## config.mk

```make
export PLATFORM = sky130hd
export DESIGN_NAME = multi_led_ctrl
export DESIGN_NICKNAME = d
export VERILOG_FILES = /design/src/rtl/multi_led_ctrl.sv
export SDC_FILE = /design/constraint.sdc
export NUM_CORES = 1
export LEC_CHECK = 0
export ABC_AREA = 0
export BUFFER_PORTS_ARGS = -buffer_cell sky130_fd_sc_hd__buf_2
export CAP_MARGIN = 20
export CORE_ASPECT_RATIO = 2
export CORE_MARGIN = 2
export CORE_UTILIZATION = 40
export DETAILED_ROUTE_END_ITERATION = 10
export GPL_ROUTABILITY_DRIVEN = 0
export GPL_TIMING_DRIVEN = 1
export PLACE_DENSITY = 0.54
export RECOVER_POWER = 50
export SLEW_MARGIN = 5
export SYNTH_ARGS = -nofsm -noshare
export SYNTH_HDL_FRONTEND = slang
export SYNTH_SLANG_ARGS = --single-unit
```

## constraint.sdc

```tcl
create_clock -name clk -period 4.95 [get_ports clk]
set_input_delay 1.485 -clock clk [delete_from_list [all_inputs] [get_ports clk]]
set_output_delay 1.485 -clock clk [all_outputs]
set_load 0.02 [all_outputs]
```

## src/rtl/multi_led_ctrl.sv

```systemverilog
// multi_led_ctrl: N-channel front-panel LED driver.
//   A shared free-running slow/fast blink generator keeps every blinking
//   channel phase-aligned. Each channel has a 2-bit mode and a fault
//   override that forces fast blink. A timed lamp test lights all channels.
//
// Ports:
//   clk         in   system clock
//   rst         in   synchronous active-high reset
//   i_mode      in   per-channel mode, ch i at [2i+1:2i]
//                    00 ON, 01 OFF, 10 BLINK_SLOW, 11 BLINK_FAST
//   i_fault     in   per-channel fault; 1 forces fast blink on that channel
//   i_lamp_test in   lamp-test request, rising-edge triggered
//   o_led       out  registered LED drive, polarity set by LED_ACTIVE_LOW
//   o_lamp_busy out  high while the lamp test is running
module multi_led_ctrl #(
  parameter int unsigned CH_NUM         = 8,
  parameter int unsigned SLOW_HALF_CYC  = 12_500_000,
  parameter int unsigned FAST_HALF_CYC  = 3_125_000,
  parameter int unsigned LAMP_TEST_CYC  = 50_000_000,
  parameter bit          LED_ACTIVE_LOW = 1'b1
) (
  input  logic                  clk,
  input  logic                  rst,
  input  logic [2*CH_NUM-1:0]   i_mode,
  input  logic [CH_NUM-1:0]     i_fault,
  input  logic                  i_lamp_test,
  output logic [CH_NUM-1:0]     o_led,
  output logic                  o_lamp_busy
);

  localparam int unsigned SW = (SLOW_HALF_CYC > 1) ? $clog2(SLOW_HALF_CYC) : 1;
  localparam int unsigned FW = (FAST_HALF_CYC > 1) ? $clog2(FAST_HALF_CYC) : 1;
  localparam int unsigned LW = (LAMP_TEST_CYC > 1) ? $clog2(LAMP_TEST_CYC) : 1;

  localparam logic [SW-1:0] S_LAST = SW'(SLOW_HALF_CYC - 1);
  localparam logic [FW-1:0] F_LAST = FW'(FAST_HALF_CYC - 1);
  localparam logic [LW-1:0] L_LAST = LW'(LAMP_TEST_CYC - 1);

  localparam logic [CH_NUM-1:0] LED_DARK = {CH_NUM{LED_ACTIVE_LOW}};

  typedef enum logic [1:0] {
    MODE_ON   = 2'b00,
    MODE_OFF  = 2'b01,
    MODE_SLOW = 2'b10,
    MODE_FAST = 2'b11
  } led_mode_e;

  typedef enum logic {
    LAMP_IDLE,
    LAMP_TEST
  } lamp_state_e;

  logic [SW-1:0]     cnt_s_q, cnt_s_d;
  logic [FW-1:0]     cnt_f_q, cnt_f_d;
  logic              slow_ph_q, slow_ph_d;
  logic              fast_ph_q, fast_ph_d;
  lamp_state_e       lamp_state_q, lamp_state_d;
  logic [LW-1:0]     lamp_cnt_q, lamp_cnt_d;
  logic              lamp_req_q, lamp_req_d;
  logic [CH_NUM-1:0] led_q, led_d;
  logic              lamp_on;
  logic [CH_NUM-1:0] lit;
  led_mode_e         ch_mode;

  // Blink prescalers
  always_comb begin
    cnt_s_d   = cnt_s_q + SW'(1);
    slow_ph_d = slow_ph_q;
    if (cnt_s_q == S_LAST) begin
      cnt_s_d   = '0;
      slow_ph_d = ~slow_ph_q;
    end

    cnt_f_d   = cnt_f_q + FW'(1);
    fast_ph_d = fast_ph_q;
    if (cnt_f_q == F_LAST) begin
      cnt_f_d   = '0;
      fast_ph_d = ~fast_ph_q;
    end
  end

  // Lamp-test FSM
  always_comb begin
    lamp_state_d = lamp_state_q;
    lamp_cnt_d   = lamp_cnt_q;
    lamp_req_d   = i_lamp_test;
    unique case (lamp_state_q)
      LAMP_IDLE: begin
        if (i_lamp_test && !lamp_req_q) begin
          lamp_state_d = LAMP_TEST;
          lamp_cnt_d   = L_LAST;
        end
      end
      LAMP_TEST: begin
        if (lamp_cnt_q == '0) begin
          lamp_state_d = LAMP_IDLE;
        end else begin
          lamp_cnt_d = lamp_cnt_q - LW'(1);
        end
      end
      default: lamp_state_d = LAMP_IDLE;
    endcase
  end

  // Lamp override follows the next FSM state so the LEDs light in the same
  // cycle o_lamp_busy rises and go dark in the cycle it falls.
  assign lamp_on = (lamp_state_d == LAMP_TEST);

  // Per-channel lit decision, priority: lamp > fault > mode
  always_comb begin
    lit     = '0;
    ch_mode = MODE_OFF;
    for (int unsigned i = 0; i < CH_NUM; i++) begin
      ch_mode = led_mode_e'(i_mode[2*i +: 2]);
      if (lamp_on) begin
        lit[i] = 1'b1;
      end else if (i_fault[i]) begin
        lit[i] = fast_ph_q;
      end else begin
        unique case (ch_mode)
          MODE_ON:   lit[i] = 1'b1;
          MODE_OFF:  lit[i] = 1'b0;
          MODE_SLOW: lit[i] = slow_ph_q;
          MODE_FAST: lit[i] = fast_ph_q;
          default:   lit[i] = 1'b0;
        endcase
      end
    end
    led_d = lit ^ LED_DARK;
  end

  always_ff @(posedge clk) begin
    if (rst) begin
      cnt_s_q      <= '0;
      cnt_f_q      <= '0;
      slow_ph_q    <= 1'b0;
      fast_ph_q    <= 1'b0;
      lamp_state_q <= LAMP_IDLE;
      lamp_cnt_q   <= '0;
      lamp_req_q   <= 1'b0;
      led_q        <= LED_DARK;
    end else begin
      cnt_s_q      <= cnt_s_d;
      cnt_f_q      <= cnt_f_d;
      slow_ph_q    <= slow_ph_d;
      fast_ph_q    <= fast_ph_d;
      lamp_state_q <= lamp_state_d;
      lamp_cnt_q   <= lamp_cnt_d;
      lamp_req_q   <= lamp_req_d;
      led_q        <= led_d;
    end
  end

  assign o_led       = led_q;
  assign o_lamp_busy = (lamp_state_q == LAMP_TEST);

endmodule

```

# ---- After elaboration in Yosys (flattened, before gate mapping)
# Index checks and enable logic that the tools add are counted.
dict set report totals {
  regBits 84
  latchBits 0
  mem_bits_rw 0
  romBits 0
  inputBits 27
  output_inout_bits 9
  word_cells 87
  mem_count 0
}
dict set report classes {
  add_sub_neg 3
  mul 0
  div 0
  n_lt_le_gt_ge 0
  eq_ne 28
  n_shift 0
  n_mux 30
  bitwise_logic 4
  n_reduce_logical 14
}
# cell n
set op_table {}
lappend op_table {{$mux W26} 2}
lappend op_table {{$pmux W26 S2} 1}
lappend op_table {{$eq A2 B2 Y1 const B} 16}
lappend op_table {{$pmux W1 S4} 8}
lappend op_table {{$logic_not A26 Y1} 1}
lappend op_table {{$sub A26 B1 Y26 const B} 1}
lappend op_table {{$add A24 B1 Y24 const B} 1}
lappend op_table {{$eq A24 B24 Y1 const B} 1}
lappend op_table {{$add A22 B1 Y22 const B} 1}
lappend op_table {{$eq A22 B22 Y1 const B} 1}
lappend op_table {{$mux W1} 18}
lappend op_table {{$eq A2 B1 Y1 const B} 8}
lappend op_table {{$logic_not A2 Y1} 8}
lappend op_table {{$not A8 Y8} 1}
lappend op_table {{$ne A2 B2 Y1 const B} 2}
lappend op_table {{$reduce_or A2 Y1} 2}
lappend op_table {{$not A1 Y1} 3}
lappend op_table {{$pmux W1 S2} 1}
lappend op_table {{$reduce_and A2 Y1} 1}
lappend op_table {{$logic_and A1 B1 Y1} 1}
lappend op_table {{$logic_not A1 Y1} 1}

# ---- Logic depth before layout (Yosys ltp)
dict set report depth {
  depth_word 6
  depth_mapped 8
  depth_no_buf 7
}

# ---- Least setup slack after synthesis
# No wires, ideal clock.
dict set report synth_timing {
  path_kind {input to register}
  startpoint {in i_lamp_test}
  endpoint {reg lamp_cnt_q[23]}
  setup_ns 0.091
  t_arrival_ns 2.537
  required_ns 4.859
  setup_slack_ns 2.322
  cell_stages 5
  path_buffers 2
  cell_sequence {and3_1 -> clkbuf_1 -> buf_1 -> a211oi_1 -> a311oi_1}
}
dict set report synth_between {
  elab_chain_cells 3
}
# element line_no
set synth_lines {}
lappend synth_lines {{from (decl)} 26} ;# input logic i_lamp_test,
lappend synth_lines {{$logic_and A1 B1 Y1} 89} ;# if (i_lamp_test && !lamp_req_q) begin
lappend synth_lines {{$ne A2 B2 Y1 (no source line)} --}
lappend synth_lines {{$reduce_and A2 Y1 (no source line)} --}
lappend synth_lines {{to (signal assigned)} 148} ;# lamp_cnt_q <= lamp_cnt_d;
lappend synth_lines {{to (decl)} 58} ;# logic [LW-1:0] lamp_cnt_q, lamp_cnt_d;
# Every way passes these cells.
# A chain may end at the register's enable or synchronous reset.

# ---- Final worst setup path
dict set report layout_timing {
  startpoint {reg lamp_cnt_q[0]}
  endpoint {reg lamp_cnt_q[12]}
}
dict set report layout_between {
  elab_chain_cells 3
  word_cells_on_any_way 6
  cone_classes {add/sub (1); eq/ne (1); mux (2); reduce/logical (2)}
}
# element line_no
set layout_lines {}
lappend layout_lines {{$sub A26 B1 Y26 / $logic_not A26 Y1 (equally long branches)} {98, 95}}
lappend layout_lines {{$mux W26 / $ne A2 B2 Y1 (equally long branches)} --}
lappend layout_lines {{$pmux W26 S2 / $reduce_and A2 Y1 (equally long branches)} --}
# Several ways; a longest one is shown, not always the timed one. The select of a mux whose other input is x is not followed.

==> out/metrics.csv <==
metric,value,unit
LEAKAGE,1.52,nW
CP max stage delay,0.68,ns
cell area after layout,0.00439,mm^2
Sw Pwr,0.399,mW
Setup Buffers After CTS,0,
starting DRC count in detailed routing,131,
Power Dens Cells,345,mW/mm^2
PortBufs,35,
wire length of the first global-routing pass,15.3,mm
Die Wd,74.3,um
DRC Markers,0,
Routed WL,9.21,mm
CTS H-tree lvls,3,
reg2reg end,lamp_cnt_q[12],
clock latency on the worst-skew pair,0.34,ns
Worst Max-Slew Pin Slew,1.10,ns
Combinational Power Share,0.111,
status,completed,
mapped cell area,0.00395,mm^2
Yosys warnings,0,
Critical path origin,lamp_cnt_q[0],
post-place instance area,0.00419,mm^2
min Tclk post-route,3.17,ns
RSZ-0062 raised after global routing,no,
layout cells sized above 1,0.112,
switch share,0.263,
crit path capture,lamp_cnt_q[12],
cells on worst reg2reg path,7,
placed insts,591,
Worst Hold Class,reg -> reg,
TNS Setup,0,ns
cell family with most CP delay,simple AND/OR/NAND/NOR gates,
pin count of the biggest net entering global routing,30,
Crit Path Category,reg -> reg,
core box area,0.00970,mm^2
"commonest non-fill, non-tap cell in the layout",dfxtp_1,
"commonest cells after routing, fill and taps aside","dfxtp_1, nor2_1, xor2_1",
total number of vias,3235,
cells resized by post-CTS repair,0,
Total Routing Usage GR,0.187,
Internal Dissipation,1.12,mW
Layout area overhead,11.2,%
ant diodes,0,
"Seq/Total Area, Yosys",0.426,
Syn Nets,474,
die height,145,um
GR Overflow Total,0,
"Max FO, Critical Path",22,
Hold Buf Count CTS,0,
Worst Setup Start Kind,flip-flop,
fin. max-slew vios,0,
maxcap violations,0,
CTS root buf,clkbuf_16,
Crit. path cell count,7,
clock group share of total power,0.406,
standard-cell rows,51,
initial antenna violation count,0,
drt pass-1 iters,4,
worst hold slack,0.451,ns
Clock transition at path regs,0.06,ns
FMAX,0.316,GHz
CTS tree,yes,
relative slew slack,0.253,
Vias/cell,5.33,
Num Clock Sinks,84,
clk_skew,0.00624,ns
fin cells,607,
CTS buffer count,9,
wire per inst,15.2,um
Crit-path slowest cell,or4_1,
worst reg-to-reg setup slack,1.78,ns
reg2reg start,lamp_cnt_q[0],
critical path capture point type,flip-flop,
register bit count reported by yosys,84,
CP Buf/Inv Count,1,
worst path arrival time,3.42,ns
Mapped Cells,444,
# setup viols final,0,
chain of cells forming the critical path,inv_1 -> ha_1 -> or4b_2 -> or4_1 -> o21a_1 -> and3_1 -> a211oi_1,
Reg power frac,0.483,
DRT antenna net count,0,
IO Pins,36,
vias in the first global route,3295,
Worst IR Drop VDD,0.190,mV
Final #Nets,500,
CP Data Required Time,5.20,ns
Initial Util,0.407,
Fin. Hold Viols,0,
fin crit share,0.640,
die area,0.0107,mm^2
synthesized area per cell,8.90,um^2
DP Wirelength,6.69,mm
clock tree buffer depth,2,
library cells used by synthesis,49,
==> synthesized netlist by cell type, drive strengths merged <==
cell	number	area [um^2]
a211o	1	8.76
a211oi	15	113
a21o	2	15.0
a21oi	22	110
a311oi	8	76.3
a31oi	1	6.26
and3	10	62.6
and4	6	52.6
and4b	1	10.0
buf	5	45.0
clkbuf	16	60.1
clkinv	1	3.75
dfxtp	84	1680
ha	3	37.5
inv	13	48.8
mux2	1	11.3
mux2i	2	20.0
nand2	20	75.1
nand3	15	75.1
nand3b	1	7.51
nand4	12	75.1
nand4b	2	17.5
nor2	69	259
nor2b	8	50.1
nor3	17	90.1
nor3b	1	7.51
nor4	10	62.6
nor4b	2	23.8
o2111ai	1	8.76
o211ai	5	37.5
o21a	1	7.51
o21ai	5	25.0
o31ai	1	7.51
o41ai	7	114
or2	3	18.8
or3	6	37.5
or3b	1	8.76
or4	9	75.1
or4b	4	40.0
xnor2	25	219
xor2	28	245
==> per-stage QoR <==
| step | util | setup slack [ns] | total power [mW] |
|---|---|---|---|
| after floorplan | - | 2.32 | 0.874 |
| after global placement | 0.432 | 1.67 | 0.920 |
| after detailed placement | 0.432 | 1.59 | 0.924 |
| after CTS | 0.460 | 1.88 | 1.54 |
| after global routing | 0.453 | 1.57 | 1.58 |
| final | 0.453 | 1.78 | 1.52 |
==> sequential cells by signal, summed over array words and instances (netlist names) <==
name         flops
lamp_req_q       1
slow_ph_q        1
lamp_cnt_q      26
fast_ph_q        1
cnt_s_q         24
o_lamp_busy      1
cnt_f_q         22
o_led            8
==> logic make-up (layout without fill, tap and decap cells) <==
group                      count (synthesis)  count (layout)  share of synthesized area
and+or+nand+nor                          197             197                      0.265
DFF                                       84              84                      0.426
AOI/OAI and AO/OA                         69              69                      0.134
xor gates and xnor gates                  53              53                      0.118
buffers and inverters                     35              66                     0.0399
adders and majority gates                  3               3                    0.00950
muxes                                      3               3                    0.00792
==> worst min path at each step <==
stage | startpoint | end | cells after the start
finish | cnt_f_q[0] | cnt_f_q[0] | 1
global route | cnt_f_q[0] | cnt_f_q[0] | 1
CTS | cnt_f_q[0] | cnt_f_q[0] | 1
detailed placement | cnt_f_q[0] | cnt_f_q[0] | 1
global placement | cnt_f_q[0] | cnt_f_q[0] | 1
floorplan | cnt_f_q[0] | cnt_f_q[0] | 1
==> power groups by stage <==
stage	clock network, mW	logic [mW]	registers, mW
floorplan	0	0.126	0.748
global placement	0	0.174	0.747
detailed placement	0	0.177	0.747
CTS	0.635	0.177	0.732
global route	0.662	0.184	0.736
finish	0.615	0.168	0.732
==> layer usage <==
metal,GRT usage,vias to the layer above,share of wire
li1,-,1643,-
met1,0.186,1533,0.38
met2,0.354,41,0.56
met3,0.0446,18,0.027
met4,0.0818,0,0.028
met5,0,-,0
==> area by class of cell <==
class / count / area [um^2]
clock inverter: 5 / 27.5
clock buffer: 11 / 243
fill: 1007 / 5310
multi-input combinational: 325 / 2050
inverter: 14 / 52.6
tap: 132 / 165
sequential: 84 / 1680
timing repair buffer: 36 / 171
Note: power is estimated with default switching activity, not from simulation.
